==> src/rtl/jpeg_pkg.sv <==
// Shared constants, FSM state type and fragment-length clamp for the JPEG byte packer.
package jpeg_pkg;

   localparam logic [7:0] JPEG_FF       = 8'hFF;
   localparam logic [7:0] JPEG_STUFF    = 8'h00;
   localparam logic       PAD_BIT       = 1'b1;
   localparam int         MAX_FRAG_BITS = 8;

   typedef enum logic [1:0] {
      RUN   = 2'd0,
      PAD   = 2'd1,
      DRAIN = 2'd2,
      DONE  = 2'd3
   } packer_state_t;

   // Lengths 9..15 are treated as a full byte-wide fragment.
   function automatic logic [3:0] clamp_bits(input logic [3:0] bits);
      return (bits > 4'(MAX_FRAG_BITS)) ? 4'(MAX_FRAG_BITS) : bits;
   endfunction

endpackage

==> src/rtl/jpeg_byte_packer_if.sv <==
// Fragment-in / byte-out handshake bundle; master drives fragments and out_ready, slave is the packer.
interface jpeg_byte_packer_if #(
   parameter int CNT_WIDTH = 16
);
   logic                 in_valid;
   logic                 in_ready;
   logic [7:0]           in_data;
   logic [3:0]           in_bits;
   logic                 flush_req;
   logic                 flush_done;
   logic                 out_valid;
   logic                 out_ready;
   logic [7:0]           out_byte;
   logic                 busy;
   logic [CNT_WIDTH-1:0] byte_count;

   modport master (
      output in_valid, in_data, in_bits, flush_req, out_ready,
      input  in_ready, flush_done, out_valid, out_byte, busy, byte_count
   );

   modport slave (
      input  in_valid, in_data, in_bits, flush_req, out_ready,
      output in_ready, flush_done, out_valid, out_byte, busy, byte_count
   );
endinterface

==> src/rtl/jpeg_byte_packer_fifo.sv <==
// Synchronous byte FIFO; push-to-head latency one cycle; caller must not push when full unless popping.
// Head reads as 0 while empty so the output byte has a defined reset value.
module jpeg_byte_fifo #(
   parameter int DEPTH = 4
) (
   input  logic       i_clock,
   input  logic       i_reset,
   input  logic       i_push,
   input  logic [7:0] i_push_dat,
   input  logic       i_pop,
   output logic       o_full,
   output logic       o_empty,
   output logic [7:0] o_head
);
   localparam int AW = $clog2(DEPTH);

   logic [7:0]  r_mem [DEPTH];
   logic [AW:0] r_wr_ptr;
   logic [AW:0] r_rd_ptr;

   always_ff @(posedge i_clock or posedge i_reset) begin
      if (i_reset) begin
         r_wr_ptr <= '0;
         r_rd_ptr <= '0;
      end else begin
         if (i_push) r_wr_ptr <= r_wr_ptr + 1'b1;
         if (i_pop)  r_rd_ptr <= r_rd_ptr + 1'b1;
      end
   end

   always_ff @(posedge i_clock) begin
      if (i_push) r_mem[r_wr_ptr[AW-1:0]] <= i_push_dat;
   end

   assign o_empty = (r_wr_ptr == r_rd_ptr);
   assign o_full  = (r_wr_ptr[AW] != r_rd_ptr[AW]) &&
                    (r_wr_ptr[AW-1:0] == r_rd_ptr[AW-1:0]);
   assign o_head  = o_empty ? 8'h00 : r_mem[r_rd_ptr[AW-1:0]];
endmodule

==> src/rtl/jpeg_byte_packer.sv <==
// Packs 0..8-bit fragments MSB-first into bytes, stuffs 0x00 after 0xFF, pads with 1s on flush.
// Completed byte reaches the FIFO one edge after acceptance; full FIFO stalls extraction, then in_ready.
module jpeg_byte_packer
   import jpeg_pkg::*;
#(
   parameter int FIFO_DEPTH = 4,
   parameter int CNT_WIDTH  = 16
) (
   input  logic               i_clock,
   input  logic               i_reset,
   jpeg_byte_packer_if.slave  bus
);
   packer_state_t        r_state, w_state_nxt;
   logic [15:0]          r_acc, w_acc_nxt, w_acc_base, w_pad_mask;
   logic [3:0]           r_acc_cnt, w_cnt_nxt, w_cnt_base;
   logic                 r_stuff_pend, w_stuff_nxt;
   logic                 r_rdy_en;
   logic [CNT_WIDTH-1:0] r_byte_count;

   logic       w_fifo_full, w_fifo_empty;
   logic [7:0] w_head;
   logic [3:0] w_bits;
   logic [7:0] w_frag_l;
   logic       w_in_rdy, w_accept, w_pop, w_can_push;
   logic       w_push_stuff, w_push_data, w_push;
   logic [7:0] w_push_byte;
   logic       w_flush_done;

   assign w_bits     = clamp_bits(bus.in_bits);
   assign w_frag_l   = bus.in_data << (4'd8 - w_bits);
   assign w_in_rdy   = r_rdy_en && (r_state == RUN) && (r_acc_cnt <= 4'd7);
   assign w_accept   = bus.in_valid && w_in_rdy;
   assign w_pop      = !w_fifo_empty && bus.out_ready;
   assign w_can_push = !w_fifo_full || w_pop;

   // A pending stuff byte always goes out before any further data byte.
   assign w_push_stuff = r_stuff_pend && w_can_push;
   assign w_push_data  = !r_stuff_pend && (r_acc_cnt >= 4'd8) && w_can_push;
   assign w_push       = w_push_stuff || w_push_data;
   assign w_push_byte  = w_push_stuff ? JPEG_STUFF : r_acc[15:8];

   always_comb begin
      w_acc_base   = w_push_data ? {r_acc[7:0], 8'h00} : r_acc;
      w_cnt_base   = w_push_data ? (r_acc_cnt - 4'd8) : r_acc_cnt;
      w_pad_mask   = (16'hFF00 >> w_cnt_base) & 16'hFF00;
      w_acc_nxt    = w_acc_base;
      w_cnt_nxt    = w_cnt_base;
      w_state_nxt  = r_state;
      w_flush_done = 1'b0;
      w_stuff_nxt  = r_stuff_pend;

      if (w_push_stuff)
         w_stuff_nxt = 1'b0;
      else if (w_push_data && (r_acc[15:8] == JPEG_FF))
         w_stuff_nxt = 1'b1;

      if (w_accept) begin
         w_acc_nxt = w_acc_base | ({w_frag_l, 8'h00} >> w_cnt_base);
         w_cnt_nxt = w_cnt_base + w_bits;
      end

      case (r_state)
         RUN: begin
            if (bus.flush_req) w_state_nxt = PAD;
         end
         PAD: begin
            // Pad only once the count fits below one byte, so it never exceeds 15.
            if (w_cnt_base < 4'd8) begin
               if (w_cnt_base != 4'd0) begin
                  w_acc_nxt = PAD_BIT ? (w_acc_base | w_pad_mask) : (w_acc_base & ~w_pad_mask);
                  w_cnt_nxt = 4'd8;
               end
               w_state_nxt = DRAIN;
            end
         end
         DRAIN: begin
            if ((r_acc_cnt == 4'd0) && !r_stuff_pend && w_fifo_empty) w_state_nxt = DONE;
         end
         DONE: begin
            w_flush_done = 1'b1;
            w_state_nxt  = RUN;
         end
         default: w_state_nxt = RUN;
      endcase
   end

   always_ff @(posedge i_clock or posedge i_reset) begin
      if (i_reset) begin
         r_state      <= RUN;
         r_acc        <= '0;
         r_acc_cnt    <= '0;
         r_stuff_pend <= 1'b0;
         r_rdy_en     <= 1'b0;
         r_byte_count <= '0;
      end else begin
         r_state      <= w_state_nxt;
         r_acc        <= w_acc_nxt;
         r_acc_cnt    <= w_cnt_nxt;
         r_stuff_pend <= w_stuff_nxt;
         r_rdy_en     <= 1'b1;
         if (w_pop) r_byte_count <= r_byte_count + 1'b1;
      end
   end

   jpeg_byte_fifo #(.DEPTH(FIFO_DEPTH)) u_fifo (
      .i_clock    (i_clock),
      .i_reset    (i_reset),
      .i_push     (w_push),
      .i_push_dat (w_push_byte),
      .i_pop      (w_pop),
      .o_full     (w_fifo_full),
      .o_empty    (w_fifo_empty),
      .o_head     (w_head)
   );

   assign bus.in_ready   = w_in_rdy;
   assign bus.out_valid  = !w_fifo_empty;
   assign bus.out_byte   = w_head;
   assign bus.flush_done = w_flush_done;
   assign bus.busy       = (r_acc_cnt != 4'd0) || r_stuff_pend || !w_fifo_empty || (r_state != RUN);
   assign bus.byte_count = r_byte_count;
endmodule

==> src/flat_wrapper.sv <==
// flat-port wrapper written by rule: the top's interface ports become plain ports
module jpeg_byte_packer_flat import jpeg_pkg::*;
#(
   parameter int FIFO_DEPTH = 4,
   parameter int CNT_WIDTH  = 16
)
  (i_clock, i_reset, bus_in_valid, bus_in_data, bus_in_bits, bus_flush_req, bus_out_ready, bus_in_ready, bus_flush_done, bus_out_valid, bus_out_byte, bus_busy, bus_byte_count);
  jpeg_byte_packer_if #(.CNT_WIDTH(CNT_WIDTH)) bus_i ();
  input  logic i_clock;
  input  logic i_reset;
  input wire logic [$bits(bus_i.in_valid)-1:0] bus_in_valid;
  input wire logic [$bits(bus_i.in_data)-1:0] bus_in_data;
  input wire logic [$bits(bus_i.in_bits)-1:0] bus_in_bits;
  input wire logic [$bits(bus_i.flush_req)-1:0] bus_flush_req;
  input wire logic [$bits(bus_i.out_ready)-1:0] bus_out_ready;
  output wire logic [$bits(bus_i.in_ready)-1:0] bus_in_ready;
  output wire logic [$bits(bus_i.flush_done)-1:0] bus_flush_done;
  output wire logic [$bits(bus_i.out_valid)-1:0] bus_out_valid;
  output wire logic [$bits(bus_i.out_byte)-1:0] bus_out_byte;
  output wire logic [$bits(bus_i.busy)-1:0] bus_busy;
  output wire logic [$bits(bus_i.byte_count)-1:0] bus_byte_count;
  assign bus_i.in_valid = bus_in_valid;
  assign bus_i.in_data = bus_in_data;
  assign bus_i.in_bits = bus_in_bits;
  assign bus_i.flush_req = bus_flush_req;
  assign bus_i.out_ready = bus_out_ready;
  assign bus_in_ready = bus_i.in_ready;
  assign bus_flush_done = bus_i.flush_done;
  assign bus_out_valid = bus_i.out_valid;
  assign bus_out_byte = bus_i.out_byte;
  assign bus_busy = bus_i.busy;
  assign bus_byte_count = bus_i.byte_count;
  jpeg_byte_packer #(.FIFO_DEPTH(FIFO_DEPTH), .CNT_WIDTH(CNT_WIDTH)) u_core (.i_clock(i_clock), .i_reset(i_reset), .bus(bus_i));
endmodule
==> config.mk <==
export PLATFORM = sky130hd
export DESIGN_NAME = jpeg_byte_packer_flat
export DESIGN_NICKNAME = d
export VERILOG_FILES = /design/src/rtl/jpeg_pkg.sv /design/src/rtl/jpeg_byte_packer_if.sv /design/src/rtl/jpeg_byte_packer_fifo.sv /design/src/rtl/jpeg_byte_packer.sv /design/src/flat_wrapper.sv
export SDC_FILE = /design/constraint.sdc
export NUM_CORES = 1
export LEC_CHECK = 0
export BUFFER_PORTS_ARGS = -buffer_cell sky130_fd_sc_hd__buf_4
export CORE_MARGIN = 1.5
export CORE_UTILIZATION = 54
export DETAILED_ROUTE_END_ITERATION = 10
export MAX_ROUTING_LAYER = met4
export PLACE_DENSITY = 0.82
export SLEW_MARGIN = 40
export SYNTH_ARGS = -nofsm -noshare
export SYNTH_HDL_FRONTEND = slang
export SYNTH_HIERARCHICAL = 1
export SYNTH_SLANG_ARGS = --single-unit
==> constraint.sdc <==
create_clock -name i_clock -period 2.5 [get_ports i_clock]
set_input_delay 0.375 -clock i_clock [delete_from_list [all_inputs] [get_ports i_clock]]
set_output_delay 0.375 -clock i_clock [all_outputs]
set_load 0.005 [all_outputs]
==> reports/metrics.yaml, run 1 <==
outcome:
  status: "finished, final reports clean"
global_route:
  grt_pass1_vias: 3228
  grt_usage: 0.236
  grt_pass1_wl_um: 15500
  grt_overflow: 0
  grt_max_degree: 41
  antenna_found_initial: 0
die:
  io_pins: 45
  die_width_um: 94.2
  core-area_sq_um: 8130
  rows: 33
  dieArea_sq_um: 8880
  die_y_um: 94.2
  start_util: 0.553
worst_setup_path:
  cpMaxStageDelayCell: "dfrtp_1"
  cp_max_fo: 10
  regToRegSetupSlack_ps: 190
  startpoint_type: "flip-flop"
  worst_ep_required_time_ps: 2750
  cp-end-kind: "flip-flop"
  path_cells: "xor2_2, nor3_2, nand2b_1, inv_2, a2bb2oi_4, a21o_1, o41ai_1, a31oi_1, o31ai_1"
  rr_worst_depth: 9
  r2r_end: "u_core/r_acc[6]"
  path_class: "reg2reg"
  arrival_ps: 2560
  r2r_start: "u_core/u_fifo/r_rd_ptr[2]"
  slowest_delay_ps: 450
synth:
  synth_edf_count: 32
  ys_warn_count: 6
  synth.distinct_cells: 73
  synthCells: 396
  synth_top_area_cell: "dfrtp_1"
  yosys.area.top_type_share: 0.256
  synth_nets: 428
  yosysSeqAreaShare: 0.470
  synthFlopType: "dfrtp_1"
  async_flop_share: 0.590
  synth.area.top_cells: "dfrtp_1 (26%), edfxtp_1 (21%), mux4_2 (4.0%), ha_1 (3.9%), xnor2_1 (3.9%)"
  syn_area_per_cell_sq_um: 11.4
  syn_area_sq_um: 4500
  ys_seq_elements: 78
placement:
  place_inst: 560
  place_congestion: 0.903
  port_buffers: 44
  place_area_sq_um: 5050
  dp_hpwl_um: 7160
  placement.setup.worst_slack_ps: -85.7
layout:
  drive_gt1_frac: 0.261
  n_antenna_cell: 0
  finalNetCount: 499
  area_growth_pct: 17.9
  final_cell_mix: "buf_4 (74), dfrtp_1 (46), nand2_1 (42)"
  utilization: 0.652
  fin_area_sq_um: 5300
  final_common_cell: "buf_4"
  final_cells: 577
power_and_ir_drop:
  total_power_mw: 5.57
  p_leak_nw: 2.21
  power_density_nw_per_um2: 1050
  peakVddDrop_mv: 0.510
timing:
  relSlewSlack: 0.668
  setup_viol: 0
  fin_crit_sh: 0.926
  layout_setup_ws_ps: 186
  hold_viol_final: 0
  skew_ps: 8.53
  fmax_mhz: 432
  rsz0062_at_grt: "false"
  min_period_ps: 2310
  drv_slew: 0
  worst_pin_slew_ps: 497
detailed_routing:
  first_pass_iters: 4
  drc: 0
  routed-wl-met2_um: 5060
  top_layer: "met4"
  avgRoutedWirePerCell_um: 16.9
  vias: 3352
  ant_nets: 0
  viasPerCell: 5.81
  drt_iter0_drc: 219
  wl_um: 9760
  wl_met1_um: 4180
  route.met3.wl_um: 372
cts:
  cts-buffers-inserted: 9
  cts_root_buf: "clkbuf_8"
  path_clk_slew_ps: 80
  cts_setup_buffers: 0
  clock_sinks: 78
  cts_tree: "done"
  htreeDepth: 3
  clockBufferDepth: 2
  insertion_delay_ps: 340
worst_hold_path:
  worstHoldStart: "bus_out_ready"
  hold_depth: 4
  hp-class: "in2reg"
  hold_end: "u_core/bus.byte_count[1]"
job:
  maxCapViolCount: 0
-- per-layer routing --
layer  GRT usage  vias up
met4      0.0759        0
met1       0.282     1657
met2       0.400       90
met5           -        -
li1            -     1588
met3      0.0469       17
-- critical path: cells and delay by family (launching register included) --
kind                   cells  cell delay [ps]
XOR/XNOR                   1              210
flip-flops                 1              450
buffers and inverters      1               80
AND/OR/NAND/NOR            2              530
AO/OA/AOI/OAI              5              950
-- metrics by stage --
step	TNS, ps	hold slack (ps)
final	0	426
after floorplan	0	166
after global placement	-38.7	312
after global routing	0	457
after detailed placement	-308	313
after CTS	0	420
-- sequential cells by signal, indices dropped and copies added (netlist names) --
register                cells
u_core/u_fifo/r_rd_ptr      3
u_core/r_rdy_en             1
u_core/r_acc_cnt            4
u_core/u_fifo/r_mem        32
u_core/r_state              2
u_core/bus.byte_count      16
u_core/r_stuff_pend         1
u_core/u_fifo/r_wr_ptr      3
u_core/r_acc               16
-- kinds of logic (layout without fill, tap and decap cells) --
group / Yosys count / count (layout) / synth area share
and+or+nand+nor: 134 / 134 / 0.152
AOI/OAI and AO/OA: 79 / 79 / 0.139
DFF: 78 / 78 / 0.470
buffers and inverters: 33 / 109 / 0.0462
xor gates and xnor gates: 29 / 29 / 0.0615
muxes: 27 / 27 / 0.0877
adders and majority gates: 15 / 15 / 0.0434
other: 1 / 1 / 0.000834
-- worst max path at each step --
stage	end	startpoint	slack [ps]	cells after the start
final	u_core/r_acc[6]	u_core/u_fifo/r_rd_ptr[2]	190	9
after global routing	u_core/r_acc[13]	bus_in_bits[3]	5	11
after CTS	u_core/r_acc[6]	u_core/u_fifo/r_rd_ptr[2]	110	9
after detailed placement	u_core/r_acc[8]	bus_in_bits[3]	-90	11
after global placement	u_core/r_acc[9]	bus_in_bits[3]	-20	11
after floorplan	u_core/r_acc[8]	bus_in_bits[0]	30	12
-- Yosys cell counts (all sizes together) (9+ instances only) --
library cell and number:
edfxtp 32, o21ai 12, xnor2 20, nor2 27
nand2 42, nand2b 9, and2 14, inv 18
xor2 9, dfrtp 46, a21oi 10, mux2i 16
buf 12, nand3 9, ha 14
-- power by group --
group / total, mW / internal, mW / switching, mW / leakage (nW)
clock network: 1.03 / 0.564 / 0.463 / 0.106
logic: 2.55 / 1.23 / 1.32 / 1.22
registers: 1.99 / 1.70 / 0.295 / 0.883
-- final cells by class --
| class | instances | area, sq um |
|---|---|---|
| tap | 105 | 131 |
| multi-input combinational | 285 | 2190 |
| fill | 614 | 2830 |
| sequential | 78 | 2110 |
| clock inverter | 7 | 98.8 |
| clock buffer | 9 | 124 |
| inverter | 18 | 75.1 |
| timing repair buffer | 75 | 566 |
-- what timing repair did --
action | in CTS | in global routing
gates resized for setup | 0 | 3
setup endpoints to repair | 0 | 4
hold endpoints to repair | 6 | 0
hold buffers | 1 | 0
Note: power is estimated with default switching activity, not from simulation.
==> run 2, diff against run 1 <==
Settings changed: CORE_UTILIZATION 54 to 40, PLACE_DENSITY 0.82 to 0.65.
==> run 2 against run 1 <==
  * Combinational power hardly changed
  * First-iteration DRC count is 14% lower
  * Sequential share of layout area is 0.17 points lower
  * Clock skew is 1.8 ps lower
  * Cell count is 6.8% higher
  * Power is 4.4% lower
  * Sequential cell count stayed put
  * Routed wire length is 1.5% lower
  * Count of clock-buffer cells in the layout stayed put
  * Maximum frequency is 2.1% lower
  * Critical path depth is 1 higher
  * Highest routed layer unchanged
==> reports/metrics.yaml, run 2 (synthesis gave the netlist of run 1 again) <==
outcome:
  status: "finished, final reports clean"
worst_setup_path:
  arrival_ps: 2560
  slowest_delay_ps: 490
  cp_common_cell: "mux2i_1"
  cpMaxStageDelayCell: "ha_1"
  cp-end-kind: "flip-flop"
  startpoint_type: "input pin"
  path_class: "in2reg"
  regToRegSetupSlack_ps: 190
  cp_max_fo: 8
  worst_ep_required_time_ps: 2700
  path_cells: "buf_4, nor2b_4, inv_8, ha_1, mux2i_1, mux2i_1, a221oi_1, o21ai_0, o31ai_2, o221ai_1"
layout:
  n_antenna_cell: 0
  final_common_cell: "buf_4"
  largest_reg_flops: 32
  fin_area_sq_um: 5320
  finalNetCount: 503
  area_growth_pct: 18.4
  final_cell_mix: "buf_4 (78), dfrtp_1 (46), nand2_1 (42)"
  drive_gt1_frac: 0.267
cts:
  cts_tree: "done"
  clockBufferDepth: 2
  clock_sinks: 78
  insertion_delay_ps: 340
  path_clk_slew_ps: 80
  cts-buffers-inserted: 9
  htreeDepth: 3
  cts_root_buf: "clkbuf_8"
global_route:
  grt_use_met3: 0.0269
  grt_max_degree: 41
  grt_util_met2: 0.296
  grt_usage: 0.176
  gr-max-usage-layer: "met2"
  grt_overflow: 0
  grt_pass1_vias: 3250
  grt_pass1_wl_um: 15800
  antenna_found_initial: 0
  grtUsageMet1: 0.221
worst_hold_path:
  hp-class: "reg2reg"
placement:
  placement.setup.worst_slack_ps: -239
  dp_hpwl_um: 7240
  place_area_sq_um: 5120
  port_buffers: 44
  place_congestion: 0.906
timing:
  layout_setup_ws_ps: 137
  rsz0062_at_grt: "false"
  hold_viol_final: 0
  setup_viol: 0
  fin_crit_sh: 0.945
  worst_pin_slew_ps: 747
  relSlewSlack: 0.501
  min_period_ps: 2360
  fmax_mhz: 423
  drv_slew: 0
  skew_ps: 6.73
detailed_routing:
  drt_iter0_drc: 189
  drc: 0
  ant_nets: 0
  vias: 3251
  viasPerCell: 5.28
  wl_um: 9610
  avgRoutedWirePerCell_um: 15.6
  first_pass_iters: 4
power_and_ir_drop:
  p_seq_frac: 0.372
  p_sw_mw: 2.02
  p_sw_frac: 0.380
  pwr-share-clk: 0.155
  peakVddDrop_mv: 0.716
  p_int_mw: 3.30
  power_density_nw_per_um2: 1000
  p_comb_frac: 0.473
  p_leak_nw: 2.21
die:
  rows: 38
  start_util: 0.413
  die_y_um: 109
  io_pins: 45
  core-area_sq_um: 10900
  die_width_um: 109
  dieArea_sq_um: 11900
job:
  maxCapViolCount: 0
-- run 2: what timing repair did --
item | in CTS | in global routing
buffers inserted | 0 | 0
setup endpoints to repair | 0 | 3
hold buffers | 1 | 0
endpoints found under the hold margin | 6 | 0
gates resized for setup | 0 | 3
-- run 2: routing by layer --
layer	vias up	routed length, um
li1	1600	-
met1	1578	4390
met2	63	4830
met3	10	277
met4	0	114
met5	-	0
-- run 2: path summary, 6_finish.rpt --
| kind | start | to | cells after the start |
|---|---|---|---|
| min reg2reg | u_core/bus.byte_count[15] | u_core/bus.byte_count[15] | 1 |
| max | bus_in_bits[3] | u_core/r_acc[8] | 10 |
| max reg2reg | u_core/u_fifo/r_rd_ptr[2] | u_core/r_acc[12] | 7 |
| min | u_core/bus.byte_count[15] | u_core/bus.byte_count[15] | 1 |
| max in group asynchronous | i_reset | u_core/bus.byte_count[11] | 4 |
| min in group asynchronous | i_reset | u_core/u_fifo/r_rd_ptr[1] | 3 |
-- run 2: critical path: cells and delay by family --
| kind | cells | cell delay, ps |
|---|---|---|
| mux | 2 | 500 |
| simple gates | 1 | 170 |
| buf+inv | 2 | 160 |
| fa+ha+maj | 1 | 490 |
| compound gates | 4 | 850 |
-- run 2: cell type report --
class                      instances  area, sq um
fill                             992         5570
multi-input combinational        285         2190
sequential                        78         2110
timing repair buffer              79          596
tap                              140          175
clock buffer                       9          124
inverter                          18         75.1
clock inverter                     7         50.0
-- run 2: per-stage QoR --
stage	utilization	std cells	hold WS, ps	power [mW]	setup TNS, ps
2_1_floorplan	-	396	166	3.58	0
3_3_place_gp	0.471	599	317	4.44	-445
3_5_place_dp	0.471	599	325	4.51	-1120
4_1_cts	0.487	616	484	5.35	0
5_1_grt	0.489	616	500	5.75	0
6_report	0.489	616	486	5.32	0
-- run 2: power by group through the flow --
stage | clock network (mW) | logic, mW | registers [mW]
after floorplan | 0 | 1.66 | 1.92
after global placement | 0 | 2.44 | 2.00
after detailed placement | 0 | 2.50 | 2.01
after CTS | 0.845 | 2.52 | 1.98
after global routing | 0.905 | 2.82 | 2.02
final | 0.827 | 2.52 | 1.98
==> run 3, diff against run 2 <==
Settings changed: SLEW_MARGIN 40 to default, SYNTH_HIERARCHICAL 1 to default.
==> run 3 against run 2 <==
  * Register-to-register slack better by 80 ps
  * Die area fell by 2.9%
  * Sequential power barely moved
  * Synthesized cell count is 5.3% lower
  * Non-clock buffer count shrank 2
  * Sequential share of layout area grew 0.69 points
  * Sequential cell count stayed put
  * Power fell by 0.59%
  * Cell count shrank 4.1%
  * Critical endpoint is now u_core.r_acc[12]
  * Highest routed layer unchanged
==> reports/metrics.yaml, run 3 <==
global_route:
  antenna_found_initial: 0
  grt_usage: 0.173
  grt_overflow: 0
  grt_max_degree: 32
  grt_pass1_vias: 3177
  grt_pass1_wl_um: 15200
die:
  dieArea_sq_um: 11500
  start_util: 0.417
  rows: 37
  core-area_sq_um: 10500
  io_pins: 45
  die_width_um: 107
  die_y_um: 107
cts:
  cts_root_buf: "clkbuf_8"
  cts_resized: 0
  clock_sinks: 78
  htreeDepth: 3
  ctsHoldBuffers: 0
  cts-buffers-inserted: 9
  cts_setup_buffers: 0
  insertion_delay_ps: 350
  clockBufferDepth: 2
  cts_tree: "done"
  path_clk_slew_ps: 90
detailed_routing:
  wl_um: 9020
  drt_iter0_drc: 165
  vias: 3110
  ant_nets: 0
  first_pass_iters: 4
  avgRoutedWirePerCell_um: 15.3
  drc: 0
  viasPerCell: 5.26
power_and_ir_drop:
  pwr-share-clk: 0.170
  p_sw_mw: 1.98
  total_power_mw: 5.29
  peakVddDrop_mv: 0.514
  p_int_mw: 3.31
  p_leak_nw: 2.22
  p_sw_frac: 0.375
  power_density_nw_per_um2: 1010
  p_comb_frac: 0.456
  p_seq_frac: 0.375
synth:
  synthCells: 375
  synth.area.top_cells: "dfrtp_1 (26%), edfxtp_1 (22%), mux4_2 (4.6%), ha_1 (4.0%), mux2i_1 (3.0%)"
  async_flop_share: 0.590
  synthTopCellsByCount: "dfrtp_1 (46), edfxtp_1 (32), nand2_1 (28), nor2_1 (24), and2_1 (19)"
  synth.distinct_cells: 74
  yosys.area.top_type_share: 0.264
  synth_nets: 406
  yosysSeqAreaShare: 0.484
  ys_warn_count: 0
  ys_seq_elements: 78
  synth_top_area_cell: "dfrtp_1"
  synth_edf_count: 32
  syn_area_per_cell_sq_um: 11.6
  synth.most_common_cell: "dfrtp_1"
  synthFlopType: "dfrtp_1"
  syn_area_sq_um: 4360
timing:
  min_period_ps: 2290
  skew_ps: 9.60
  worst_pin_slew_ps: 580
  hold_viol_final: 0
  hold_ws_ps: 5.71
  layout_setup_ws_ps: 209
  drv_slew: 0
  setup_viol: 0
  fin_crit_sh: 0.916
  relSlewSlack: 0.611
  fmax_mhz: 436
  rsz0062_at_grt: "false"
worst_setup_path:
  path_cells: "buf_4, nor2b_1, inv_1, ha_1, buf_12, mux2i_2, mux2i_1, a2bb2oi_1, a2bb2o_1, a211oi_2, o221ai_1"
  path_class: "in2reg"
  cp-end-kind: "flip-flop"
  crit_family: "compound AO/OA/AOI/OAI gates"
  slowest_delay_ps: 340
  rr_worst_depth: 6
  arrival_ps: 2510
  cp.buffers_inverters: 3
  cpMaxStageDelayCell: "ha_1"
  cp_max_fo: 10
  crit_cells: 11
  worst_ep_required_time_ps: 2720
  startpoint_type: "input pin"
layout:
  area_growth_pct: 20.0
  fill_cells: 1008
  n_antenna_cell: 0
  utilization: 0.500
  finalNetCount: 481
  largest_reg_flops: 32
  final_common_cell: "buf_4"
  drive_gt1_frac: 0.284
  final_cell_mix: "buf_4 (76), dfrtp_1 (46), edfxtp_1 (32)"
placement:
  dp_hpwl_um: 6800
  place_congestion: 0.895
  port_buffers: 44
  placement.setup.worst_slack_ps: -115
job:
  maxCapViolCount: 0
worst_hold_path:
  hp-class: "in2async"
outcome:
  status: "finished, final reports clean"
[run 3: cell types whose count changed after synthesis, moves of 5 or more]
| cell | change |
|---|---|
| xor2_1 | +6 |
| and3_1 | +6 |
| o31a_1 | -8 |
| and2_1 | +5 |
| nand2_1 | -14 |
| xnor2_1 | -6 |
| nor2b_1 | +11 |
[run 3: path summary, 6_finish.rpt]
check                                           from                        end  slack, ps
max                                   bus_in_bits[3]           u_core.r_acc[12]        210
min                                          i_reset  u_core.bus.byte_count[13]          6
max reg2reg                u_core.u_fifo.r_rd_ptr[2]            u_core.r_acc[8]        270
min reg2reg                u_core.bus.byte_count[15]  u_core.bus.byte_count[15]        480
max in group asynchronous                    i_reset            u_core.r_acc[5]       1750
min in group i_clock                    bus_in_valid           u_core.r_acc[15]        340
[run 3: cell type report]
cell class,count,area [sq um],share of cell area
inverter,14,52.6,0.0100
tap,136,170,0.0325
sequential,78,2110,0.404
clock inverter,7,61.3,0.0117
timing repair buffer,77,591,0.113
multi-input combinational,270,2120,0.405
clock buffer,9,124,0.0237
[run 3: cell families after synthesis]
logic type | Yosys count | share of synthesized area
AND/OR/NAND/NOR | 134 | 0.171
flip-flops | 78 | 0.484
AO/OA/AOI/OAI | 62 | 0.112
XOR/XNOR | 29 | 0.0634
multiplexers | 29 | 0.0953
buffers and inverters | 27 | 0.0304
adder cells (fa/ha/maj) | 15 | 0.0425
other | 1 | 0.000860
[run 3: through the flow]
step / instance area [sq um] / TNS, ps / cells
after floorplan: 4370 / 0 / 375
after global placement: 5050 / -27.2 / 575
after detailed placement: 5050 / -480 / 575
after CTS: 5230 / 0 / 591
after global routing: 5230 / 0 / 591
final: 5230 / 0 / 591
[run 3: power by group through the flow]
stage	logic [mW]	clock network, mW	registers (mW)
detailed placement	2.43	0	2.01
floorplan	1.62	0	1.94
global route	2.68	0.980	2.03
finish	2.41	0.897	1.98
global placement	2.37	0	2.00
CTS	2.44	0.917	1.98
[run 3: layer usage]
| metal | track usage | vias to the layer above | part of all wire |
|---|---|---|---|
| met5 | - | - | 0 |
| met4 | 0.0451 | 0 | 0.012 |
| met3 | 0.0333 | 9 | 0.025 |
| met2 | 0.282 | 52 | 0.49 |
| met1 | 0.223 | 1519 | 0.47 |
| li1 | - | 1530 | - |
